--- src/rtl/lsl8_seq.sv ---
// lsl8_seq: sequential logical shift left, one bit per clock, with start/busy/done handshake.
// Reports the last bit shifted out of the MSB and sticky signed overflow for the operation.
module lsl8_seq #(
    parameter int WIDTH = 8,
    parameter int SHW   = 3
) (
    input  logic             clk,
    input  logic             reset,
    input  logic             start,
    input  logic [WIDTH-1:0] d_in,
    input  logic [SHW-1:0]   shamt,
    output logic             busy,
    output logic             done,
    output logic [WIDTH-1:0] d_out,
    output logic             c_out,
    output logic             ovf
);
    typedef enum logic [1:0] {IDLE, SHIFT, DONE} state_t;
    state_t         state;
    logic [SHW-1:0] cnt;
    wire            last = cnt == SHW'(1);
    always_ff @(posedge clk) begin
        if (reset) begin
            state <= IDLE;
            cnt   <= '0;
            d_out <= '0;
            c_out <= 1'b0;
            ovf   <= 1'b0;
            busy  <= 1'b0;
            done  <= 1'b0;
        end else if (state != SHIFT && start) begin
            d_out <= d_in;
            cnt   <= shamt;
            c_out <= 1'b0;
            ovf   <= 1'b0;
            state <= shamt != '0 ? SHIFT : DONE;
            busy  <= shamt != '0;
            done  <= shamt == '0;
        end else if (state == SHIFT) begin
            d_out <= {d_out[WIDTH-2:0], 1'b0};
            c_out <= d_out[WIDTH-1];
            ovf   <= ovf | (d_out[WIDTH-1] ^ d_out[WIDTH-2]);
            cnt   <= cnt - SHW'(1);
            state <= last ? DONE : SHIFT;
            busy  <= !last;
            done  <= last;
        end else begin
            state <= IDLE;
            busy  <= 1'b0;
            done  <= 1'b0;
        end
    end
endmodule
--- config.mk ---
export PLATFORM = sky130hd
export DESIGN_NAME = lsl8_seq
export DESIGN_NICKNAME = d
export VERILOG_FILES = /design/src/rtl/lsl8_seq.sv
export SDC_FILE = /design/constraint.sdc
export NUM_CORES = 1
export LEC_CHECK = 0
export CELL_PAD_IN_SITES_DETAIL_PLACEMENT = 1
export CELL_PAD_IN_SITES_GLOBAL_PLACEMENT = 1
export CORE_ASPECT_RATIO = 1.5
export CORE_MARGIN = 5
export CORE_UTILIZATION = 33
export CTS_CLUSTER_SIZE = 24
export DETAILED_ROUTE_END_ITERATION = 8
export PLACE_DENSITY = 0.8
export SKIP_CTS_REPAIR_TIMING = 1
export SLEW_MARGIN = 20
export SYNTH_ARGS = -nofsm -noshare
export SYNTH_HDL_FRONTEND = slang
export SYNTH_SLANG_ARGS = --single-unit
--- constraint.sdc ---
create_clock -name clk -period 2.02 [get_ports clk]
set_input_delay 0.505 -clock clk [delete_from_list [all_inputs] [get_ports clk]]
set_output_delay 0.505 -clock clk [all_outputs]
set_load 0.1 [all_outputs]
==> out/metrics.cfg, run 1 <==
[final_layout]
drive_above_1_share_pct = 18.4
nets = 120
diodes = 0
regArea_um2 = 300
postLayoutCoreUtil_pct = 49.8
synthToLayoutAreaGrowth_pct = 43.9
multi_input_area_um2 = 354
instances_no_fill = 125
n_fill_cell = 248

[critical_path]
cp_slowest_stage_delay_ns = 0.37
cp_top_family = flip-flops
path_class = register to primary output
r2r-start = state[1]
reg2reg_to = cnt[1]
crit_fanout = 3
r2r_cells = 4
cp_num_buf_inv = 1
crit_required_ns = 1.51
reg2reg_slack_ns = 0.65
crit_chain = buf_4
slowest_stage = dfxtp_1
start_kind = register
cp-end-kind = primary output
arrival_ns = 0.97

[drt]
ant_nets = 0
drtPass1Iterations = 2
via_per_inst = 5.16
post_drt_wl_per_cell_um = 14.2
drc_errors = 0
wirelength_um = 1780
vias = 645
drt_iter0_drc = 8

[die]
die_x_um = 47.7
die_area_mm2 = 0.00317
die_y_um = 66.5
ios = 26
initial_core_util_pct = 34.6
coreArea_mm2 = 0.00203
fp-row-count = 20

[clock_network]
cts_buffer_depth = 2
numCtsBuffers = 3
htree_levels = 1
clk-insertion-delay-late_ns = 0.29
tritoncts = done
path_clk_slew_ns = 0.09
clockRootBuffer = clkbuf_4
clkSinkCount = 15

[logic_synthesis]
synth_top_area_share_pct = 42.8
ys_seq_elements = 15
synth_area_um2 = 702
synth_edf_count = 0
yosys.area.top_type = dfxtp_1
synthTopCellsByArea = dfxtp_1 43%, mux2i_1 11%, a211oi_1 11%
yosys_warnings = 0
synth_flop_cell = dfxtp_1
synth_cell_type_count = 22
yosys-top-cells-count = 15 x dfxtp_1, 10 x a211oi_1, 8 x mux2i_1, 7 x nor2_1
yosysSeqAreaShare_pct = 42.8
synth.most_common_cell = dfxtp_1
postSynthAreaPerCell_um2 = 9.12
synth.net_count = 93
async_flop_share_pct = 0
synthCells = 77

[timing]
relSlewSlack_pct = 60.2
tightest_slew_ns = 0.595
min_period_over_period_pct = 73.0
hold_viol = 0
slew_viol_final = 0
timing.fmax_mhz = 678
finalSetupViolCount = 0
rsz0062_at_grt = false
tns_ns = 0
fin_ws_ns = 0.546
fin_skew_ns = 0.000453
min_period_ns = 1.47

[global_route]
grt_overflow = 0
grt_pass1_vias = 686
grt_max_degree = 16
grt_pass1_wl_um = 3040
grt_antenna_before_repair = 0
track_usage_pct = 13.4

[worst_hold_path]
min_from = c_out
min_to = c_out
hp-class = register to register
holdPathStages = 2

[job]
cap_viol_max_count = 0

[power]
power_w = 0.000869
powerDensity_mw_per_mm2 = 861
p_leak_nw = 0.430
ir_drop_uv = 492

[outcome]
outcome = finished, final reports clean

[placement]
dp_hpwl_um = 1390
place_ws_ns = 0.312
dp_cells = 121
routabilityCongestion = 0.687
port_buffers = 25

## metrics by stage
| step | hold WS, ns | instance area [µm²] |
|---|---|---|
| 2_1_floorplan | 0.471 | 702 |
| 3_3_place_gp | 0.487 | 982 |
| 3_5_place_dp | 0.490 | 982 |
| 4_1_cts | 0.505 | 1010 |
| 5_1_grt | 0.532 | 1010 |
| 6_report | 0.502 | 1010 |
## layer usage
layer  vias to the layer above  track usage [%]  wire (µm)
met2                        19             22.1        949
met3                         4             2.70        106
met5                         -                0          0
li1                        326                -          -
met1                       296             15.3        683
met4                         0             7.07         41
## power breakdown
part	switching (W)	total [W]	internal, W	leakage [nW]
registers	0.0000280	0.000352	0.000324	0.124
clock network	0.000103	0.000176	0.0000737	0.0177
logic	0.000228	0.000340	0.000112	0.288
## cells in the final DEF (no fill, tap or decap), types with 2 or more instances in the layout
master,count
nor2b_1,3
buf_12,4
mux2i_1,8
nor3_1,2
clkbuf_4,3
a211oi_1,10
dfxtp_1,15
nor2_1,7
o21ai_0,4
nand2_1,3
a21oi_1,3
inv_1,4
or3_1,2
ha_1,2
nand3_1,4
buf_4,10
clkdlybuf4s50_1,13
## state kept, by name, summed over array words and instances (netlist names)
| register | count |
|---|---|
| d_out | 8 |
| cnt | 3 |
| state | 2 |
| c_out | 1 |
| ovf | 1 |
## cells by family after synthesis
logic type / Yosys count / synth area share [%]
and+or+nand+nor: 22 / 15.0
AOI/OAI and AO/OA: 20 / 19.3
DFF: 15 / 42.8
buffers and inverters: 9 / 6.77
muxes: 8 / 11.4
adders and majority gates: 2 / 3.56
xor gates and xnor gates: 1 / 1.25
## worst max path at each step
stage	startpoint	end	slack (ns)	depth (start not counted)
3_5_place_dp	start	cnt[1]	0.31	5
2_1_floorplan	state[1]	state[0]	0.28	4
6_report	d_out[2]	d_out[2]	0.55	1
4_1_cts	d_out[1]	d_out[1]	0.53	1
5_1_grt	state[1]	d_out[3]	0.50	4
3_3_place_gp	start	cnt[1]	0.37	5
## final cells by class
class,instances,share of cell area (%)
repair buffers,27,28.3
clock inverters,1,0.496
multi-input cells,53,35.1
flip-flops and latches,15,29.7
well taps,22,2.73
inverters,4,1.49
clock buffers,3,2.23
Power figures use the tool's default switching activity.
==> inputs of run 2 (changes only) <==
--- a/config.mk
+++ b/config.mk
@@ -9,10 +9,10 @@
 export CELL_PAD_IN_SITES_GLOBAL_PLACEMENT = 1
 export CORE_ASPECT_RATIO = 1.5
 export CORE_MARGIN = 5
-export CORE_UTILIZATION = 33
+export CORE_UTILIZATION = 28
 export CTS_CLUSTER_SIZE = 24
 export DETAILED_ROUTE_END_ITERATION = 8
-export PLACE_DENSITY = 0.8
+export PLACE_DENSITY = 0.72
 export SKIP_CTS_REPAIR_TIMING = 1
 export SLEW_MARGIN = 20
 export SYNTH_ARGS = -nofsm -noshare
==> constraint.sdc (replaced) <==
create_clock -name clk -period 1.22 [get_ports clk]
set_input_delay 0.305 -clock clk [delete_from_list [all_inputs] [get_ports clk]]
set_output_delay 0.305 -clock clk [all_outputs]
set_load 0.1 [all_outputs]
==> run 2 against run 1 <==
Against the previous run: via count grew 11%; routed wire length grew 19%; setup slack lost 0.51 ns; non-clock buffer count grew 10; register-to-register slack lost 0.57 ns; critical path type unchanged; critical endpoint is now d_out[7]; largest cell class is now non-clock buffers.
==> out/metrics.cfg, run 2 (synthesized netlist as in run 1, its figures left out) <==
[critical_path]
r2r_cells = 3  ; was 4
slowest_stage = dfxtp_2  ; was dfxtp_1
crit_fanout = 4  ; was 3
cp_slowest_stage_delay_ns = 0.40  ; was 0.37 ns
cp_top_family = flip-flops  ; unchanged
crit_chain = buf_12  ; was buf_4
cp-end-kind = primary output  ; unchanged
arrival_ns = 0.87  ; was 0.97 ns
path_class = register to primary output  ; unchanged
crit_required_ns = 0.91  ; was 1.51 ns
start_kind = register  ; unchanged
cp_num_buf_inv = 1  ; unchanged
crit_cells = 1  ; unchanged

[final_layout]
drive_above_1_share_pct = 40.7  ; was 18.4%
diodes = 0  ; unchanged
largest-register = d_out  ; unchanged
largest_reg_flops = 8  ; unchanged
reg.largest.list = d_out (8), cnt (3), state (2)  ; unchanged
multi_input_area_um2 = 368  ; was 354 µm²
regArea_um2 = 322  ; was 300 µm²
n_fill_cell = 280  ; was 248
synthToLayoutAreaGrowth_pct = 74.9  ; was 43.9%
nets = 130  ; was 120
layout_common_cells = 12 x clkdlybuf4s50_1, 12 x buf_12, 11 x dfxtp_2, 11 x buf_4, 9 x a211oi_1  ; was 15 x dfxtp_1, 13 x clkdlybuf4s50_1, 10 x a211oi_1, 10 x buf_4, 8 x mux2i_1

[placement]
place_ws_ns = -0.326  ; was 0.312 ns
dp_hpwl_um = 1750  ; was 1390 µm
port_buffers = 25  ; unchanged
routabilityCongestion = 0.726  ; was 0.687

[global_route]
track_usage_pct = 12.8  ; was 13.4%
grt_antenna_before_repair = 0  ; unchanged
grt_pass1_wl_um = 3670  ; was 3040 µm
grt_max_degree = 10  ; was 16
grt_overflow = 0  ; unchanged
grt_pass1_vias = 840  ; was 686

[timing]
tightest_slew_ns = 0.234  ; was 0.595 ns
hold_viol = 0  ; unchanged
relSlewSlack_pct = 84.2  ; was 60.2%
slew_viol_final = 0  ; unchanged
rsz0062_at_grt = false  ; unchanged
hold-worst-slack_ns = 0.452  ; was 0.502 ns
tns_ns = 0  ; unchanged
finalSetupViolCount = 0  ; unchanged
min_period_over_period_pct = 96.7
fin_ws_ns = 0.0404  ; was 0.546 ns
min_period_ns = 1.18
timing.fmax_mhz = 848
fin_skew_ns = 0.00224  ; was 0.000453 ns

[clock_network]
path_clk_slew_ns = 0.09  ; about the same
clockRootBuffer = clkbuf_4  ; unchanged
clkSinkCount = 15  ; unchanged
htree_levels = 1  ; unchanged
tritoncts = done  ; unchanged
clk-insertion-delay-late_ns = 0.28  ; was 0.29 ns
cts_buffer_depth = 2  ; unchanged
numCtsBuffers = 3  ; unchanged

[drt]
ant_nets = 0  ; unchanged
post_drt_wl_per_cell_um = 15.4  ; was 14.2 µm
via_per_inst = 5.23  ; was 5.16
wirelength_um = 2110  ; was 1780 µm
drt_iter0_drc = 6  ; was 8
vias = 716  ; was 645
drc_errors = 0  ; unchanged
drtPass1Iterations = 2  ; unchanged

[die]
ios = 26  ; unchanged
die_x_um = 50.9  ; was 47.7 µm
fp-row-count = 22  ; was 20
die_area_mm2 = 0.00363  ; was 0.00317 mm²
die_y_um = 71.3  ; was 66.5 µm
initial_core_util_pct = 29.0  ; was 34.6%
coreArea_mm2 = 0.00242  ; was 0.00203 mm²

[power]
powerDensity_mw_per_mm2 = 1280  ; was 861 mW/mm²
p_leak_nw = 0.517  ; was 0.430 nW
ir_drop_uv = 796  ; was 492 µV

[outcome]
outcome = finished, final reports clean  ; unchanged

[worst_hold_path]
hp-class = input port to register  ; was register to register
holdPathStages = 4  ; was 2

[job]
cap_viol_max_count = 0  ; unchanged

-- run 2: cell count changes in the layout (fill, tap and decap cells not counted), sizes merged --
cell,before,now
clkinv,1,0
clkbuf,3,4
dlymetal6s2s,0,1
clkdlybuf4s50,13,12
buf,14,24
-- run 2: power by group --
| part | total [W] | internal (W) | switching (W) |
|---|---|---|---|
| combinational | 0.000670 | 0.000275 | 0.000395 |
| clock | 0.000291 | 0.000127 | 0.000164 |
| sequential | 0.000607 | 0.000544 | 0.0000627 |
-- run 2: layout make-up --
| class | instances | area share, % |
|---|---|---|
| Timing Repair Buffer | 37 | 38.0 |
| Inverter | 4 | 1.22 |
| Sequential cell | 15 | 26.2 |
| Tap cell | 24 | 2.45 |
| Multi-Input combinational cell | 53 | 30.0 |
| Clock buffer | 4 | 2.14 |
-- run 2: worst paths after layout --
| kind | startpoint | endpoint | slack [ns] |
|---|---|---|---|
| setup reg to reg | state[1] | state[1] | 0.08 |
| hold / removal | start | state[0] | 0.45 |
| setup / recovery | d_out[7] | d_out[7] | 0.04 |
| hold reg to reg | cnt[0] | cnt[0] | 0.46 |
-- run 2: metrics by stage --
step	area [µm²]	power [W]	utilization [%]	std cells
2_1_floorplan	724	0.000994	-	77
3_3_place_gp	1180	0.00126	48.7	133
3_5_place_dp	1180	0.00128	48.7	133
4_1_cts	1210	0.00157	49.8	137
5_1_grt	1230	0.00165	50.7	137
6_report	1230	0.00157	50.7	137
-- run 2: routing by layer --
metal / part of all wire [%] / global-route usage (%)
met1: 38 / 13.3
met2: 54 / 22.8
met3: 4.9 / 2.91
met4: 2.2 / 7.39
met5: 0 / 0
==> inputs of run 3 (changes only) <==
--- a/config.mk
+++ b/config.mk
@@ -12,8 +12,9 @@
 export CORE_UTILIZATION = 28
 export CTS_CLUSTER_SIZE = 24
 export DETAILED_ROUTE_END_ITERATION = 8
-export PLACE_DENSITY = 0.72
+export PLACE_DENSITY = 0.8
 export SKIP_CTS_REPAIR_TIMING = 1
+export SKIP_LAST_GASP = 1
 export SLEW_MARGIN = 20
 export SYNTH_ARGS = -nofsm -noshare
 export SYNTH_HDL_FRONTEND = slang
==> run 3 against run 2 <==
Against the previous run: clock-buffer cell count did not move; largest cell class unchanged; sequential share of layout area rose by 0.30 points; critical endpoint is now state[0]; global-route usage fell by 0.99 points; highest routed layer unchanged; critical path type is now input port to register; die area did not move.
==> out/metrics.cfg, run 3 (synthesized netlist as in run 1, its figures left out) <==
[outcome]
outcome = finished, final reports clean  ; unchanged

[critical_path]
reg2reg_slack_ns = 0.09  ; was 0.08 ns
crit_path_end = state[0]  ; was d_out[7]
crit_required_ns = 1.43  ; was 0.91 ns
cp-end-kind = register  ; was primary output
reg2reg_to = state[1]  ; unchanged
r2r-start = state[1]  ; unchanged
r2r_cells = 3  ; unchanged
arrival_ns = 1.40  ; was 0.87 ns
path_class = input port to register  ; was register to primary output
worstSetupStartpoint = start  ; was d_out[7]
crit_fanout = 4  ; unchanged
start_kind = input port  ; was register

[global_route]
track_usage_pct = 11.9  ; was 12.8%
grt_antenna_before_repair = 0  ; unchanged
grt_max_degree = 12  ; was 10
grt_pass1_vias = 742  ; was 840
grt_overflow = 0  ; unchanged
grt_pass1_wl_um = 3420  ; was 3670 µm

[placement]
routabilityCongestion = 0.758  ; was 0.726
port_buffers = 25  ; unchanged
dp_hpwl_um = 1600  ; was 1750 µm
dp_cells = 133  ; unchanged
place_ws_ns = -0.268  ; was -0.326 ns

[die]
die_x_um = 50.9  ; unchanged
coreArea_mm2 = 0.00242  ; unchanged
ios = 26  ; unchanged
fp-row-count = 22  ; unchanged
initial_core_util_pct = 29.0  ; unchanged
die_area_mm2 = 0.00363  ; unchanged
die_y_um = 71.3  ; unchanged

[clock_network]
tritoncts = done  ; unchanged
cts_buffer_depth = 2  ; unchanged
clk-insertion-delay-late_ns = 0.27  ; was 0.28 ns
numCtsBuffers = 3  ; unchanged
clkSinkCount = 15  ; unchanged
htree_levels = 1  ; unchanged
clockRootBuffer = clkbuf_4  ; unchanged
path_clk_slew_ns = 0.09  ; about the same

[timing]
timing.fmax_mhz = 843  ; was 848 MHz
hold_viol = 0  ; unchanged
finalSetupViolCount = 0  ; unchanged
relSlewSlack_pct = 83.8  ; was 84.2%
rsz0062_at_grt = true  ; was false
fin_ws_ns = 0.0340  ; was 0.0404 ns
min_period_over_period_pct = 97.2  ; was 96.7%
min_period_ns = 1.19  ; was 1.18 ns
slew_viol_final = 0  ; unchanged
tightest_slew_ns = 0.241  ; was 0.234 ns
fin_skew_ns = 0.00790  ; was 0.00224 ns

[drt]
post_drt_wl_per_cell_um = 14.3  ; was 15.4 µm
ant_nets = 0  ; unchanged
wirelength_um = 1960  ; was 2110 µm
met1Wirelength_um = 813  ; unchanged
route.met3.wl_um = 84  ; was 104 µm
drtPass1Iterations = 4  ; was 2
top_layer = met4  ; unchanged
drt_iter0_drc = 5  ; was 6
wl_met2_um = 1030  ; was 1150 µm
via_per_inst = 4.99  ; was 5.23
drc_errors = 0  ; unchanged
vias = 684  ; was 716

[worst_hold_path]
hp-class = register to register  ; was input port to register

[final_layout]
drive_above_1_share_pct = 38.9  ; was 40.7%
layout_common_cells = 13 x clkdlybuf4s50_1, 12 x buf_12, 12 x buf_4  ; was 12 x clkdlybuf4s50_1, 12 x buf_12, 11 x dfxtp_2, 11 x buf_4, 9 x a211oi_1
n_fill_cell = 272  ; was 280
largest-register = d_out  ; unchanged
synthToLayoutAreaGrowth_pct = 72.9  ; was 74.9%
multi_input_area_um2 = 360  ; was 368 µm²
regArea_um2 = 322  ; unchanged
largest_reg_flops = 8  ; unchanged
instances_no_fill = 137  ; unchanged
nets = 130  ; unchanged
reg.largest.list = d_out (8), cnt (3), state (2)  ; unchanged
layout_commonest_cell = clkdlybuf4s50_1
diodes = 0  ; unchanged

[power]
power_w = 0.00154  ; was 0.00157 W
power.share.clock_pct = 18.1  ; was 18.6%
p_sw_share_pct = 39.0  ; was 39.6%
internal_power_w = 0.000939  ; was 0.000946 W
p_leak_nw = 0.506  ; was 0.517 nW
powerDensity_mw_per_mm2 = 1270  ; was 1280 mW/mm²
power_frac_comb_pct = 42.5  ; was 42.7%
power_frac_seq_pct = 39.4  ; was 38.7%
p_sw_w = 0.000599  ; was 0.000621 W
ir_drop_uv = 630  ; was 796 µV

[job]
cap_viol_max_count = 0  ; unchanged

run 3: cell types whose count changed in the layout (fill, tap and decap cells not counted), sizes merged:
cell,previous run,this run
clkdlybuf4s50,12,13
dlymetal6s2s,1,0
run 3: power groups by stage:
stage / registers (W) / clock network (W) / logic (W)
finish: 0.000606 / 0.000278 / 0.000654
global route: 0.000615 / 0.000315 / 0.000689
CTS: 0.000606 / 0.000287 / 0.000658
detailed placement: 0.000617 / 0 / 0.000656
global placement: 0.000612 / 0 / 0.000644
floorplan: 0.000845 / 0 / 0.000149
run 3: area by class of cell:
type / instances / share of cell area, %
Inverter: 4 / 1.24
Clock buffer: 4 / 2.16
Sequential cell: 15 / 26.5
Multi-Input combinational cell: 53 / 29.7
Timing Repair Buffer: 37 / 37.9
Tap cell: 24 / 2.47
run 3: critical path, stage by stage:
cell	delay [ns]
clkdlybuf4s50_1	0.52
inv_1	0.07
or3_1	0.38
a21oi_2	0.12
run 3: per-layer routing:
metal,global-route usage (%),vias to the layer above
met3,2.29,2
met4,4.26,0
met1,13.9,318
met5,0,-
met2,20.7,19
li1,-,345
run 3: worst min-delay path by stage:
stage,startpoint,endpoint,slack [ns],depth (start not counted)
floorplan,reset,d_out[1],0.37,1
global placement,c_out,c_out,0.48,2
detailed placement,c_out,c_out,0.49,2
CTS,ovf,ovf,0.51,2
global route,cnt[0],cnt[0],0.49,1
finish,cnt[0],cnt[0],0.48,1
run 3: metrics by stage:
step	instance area [µm²]	hold WS [ns]	utilization, %	setup TNS, ns
floorplan	724	0.370	-	-0.0609
global route	1210	0.492	50.1	-0.0143
finish	1210	0.480	50.1	0
CTS	1210	0.509	49.8	0
detailed placement	1180	0.491	48.7	-2.78
global placement	1180	0.476	48.7	-2.23
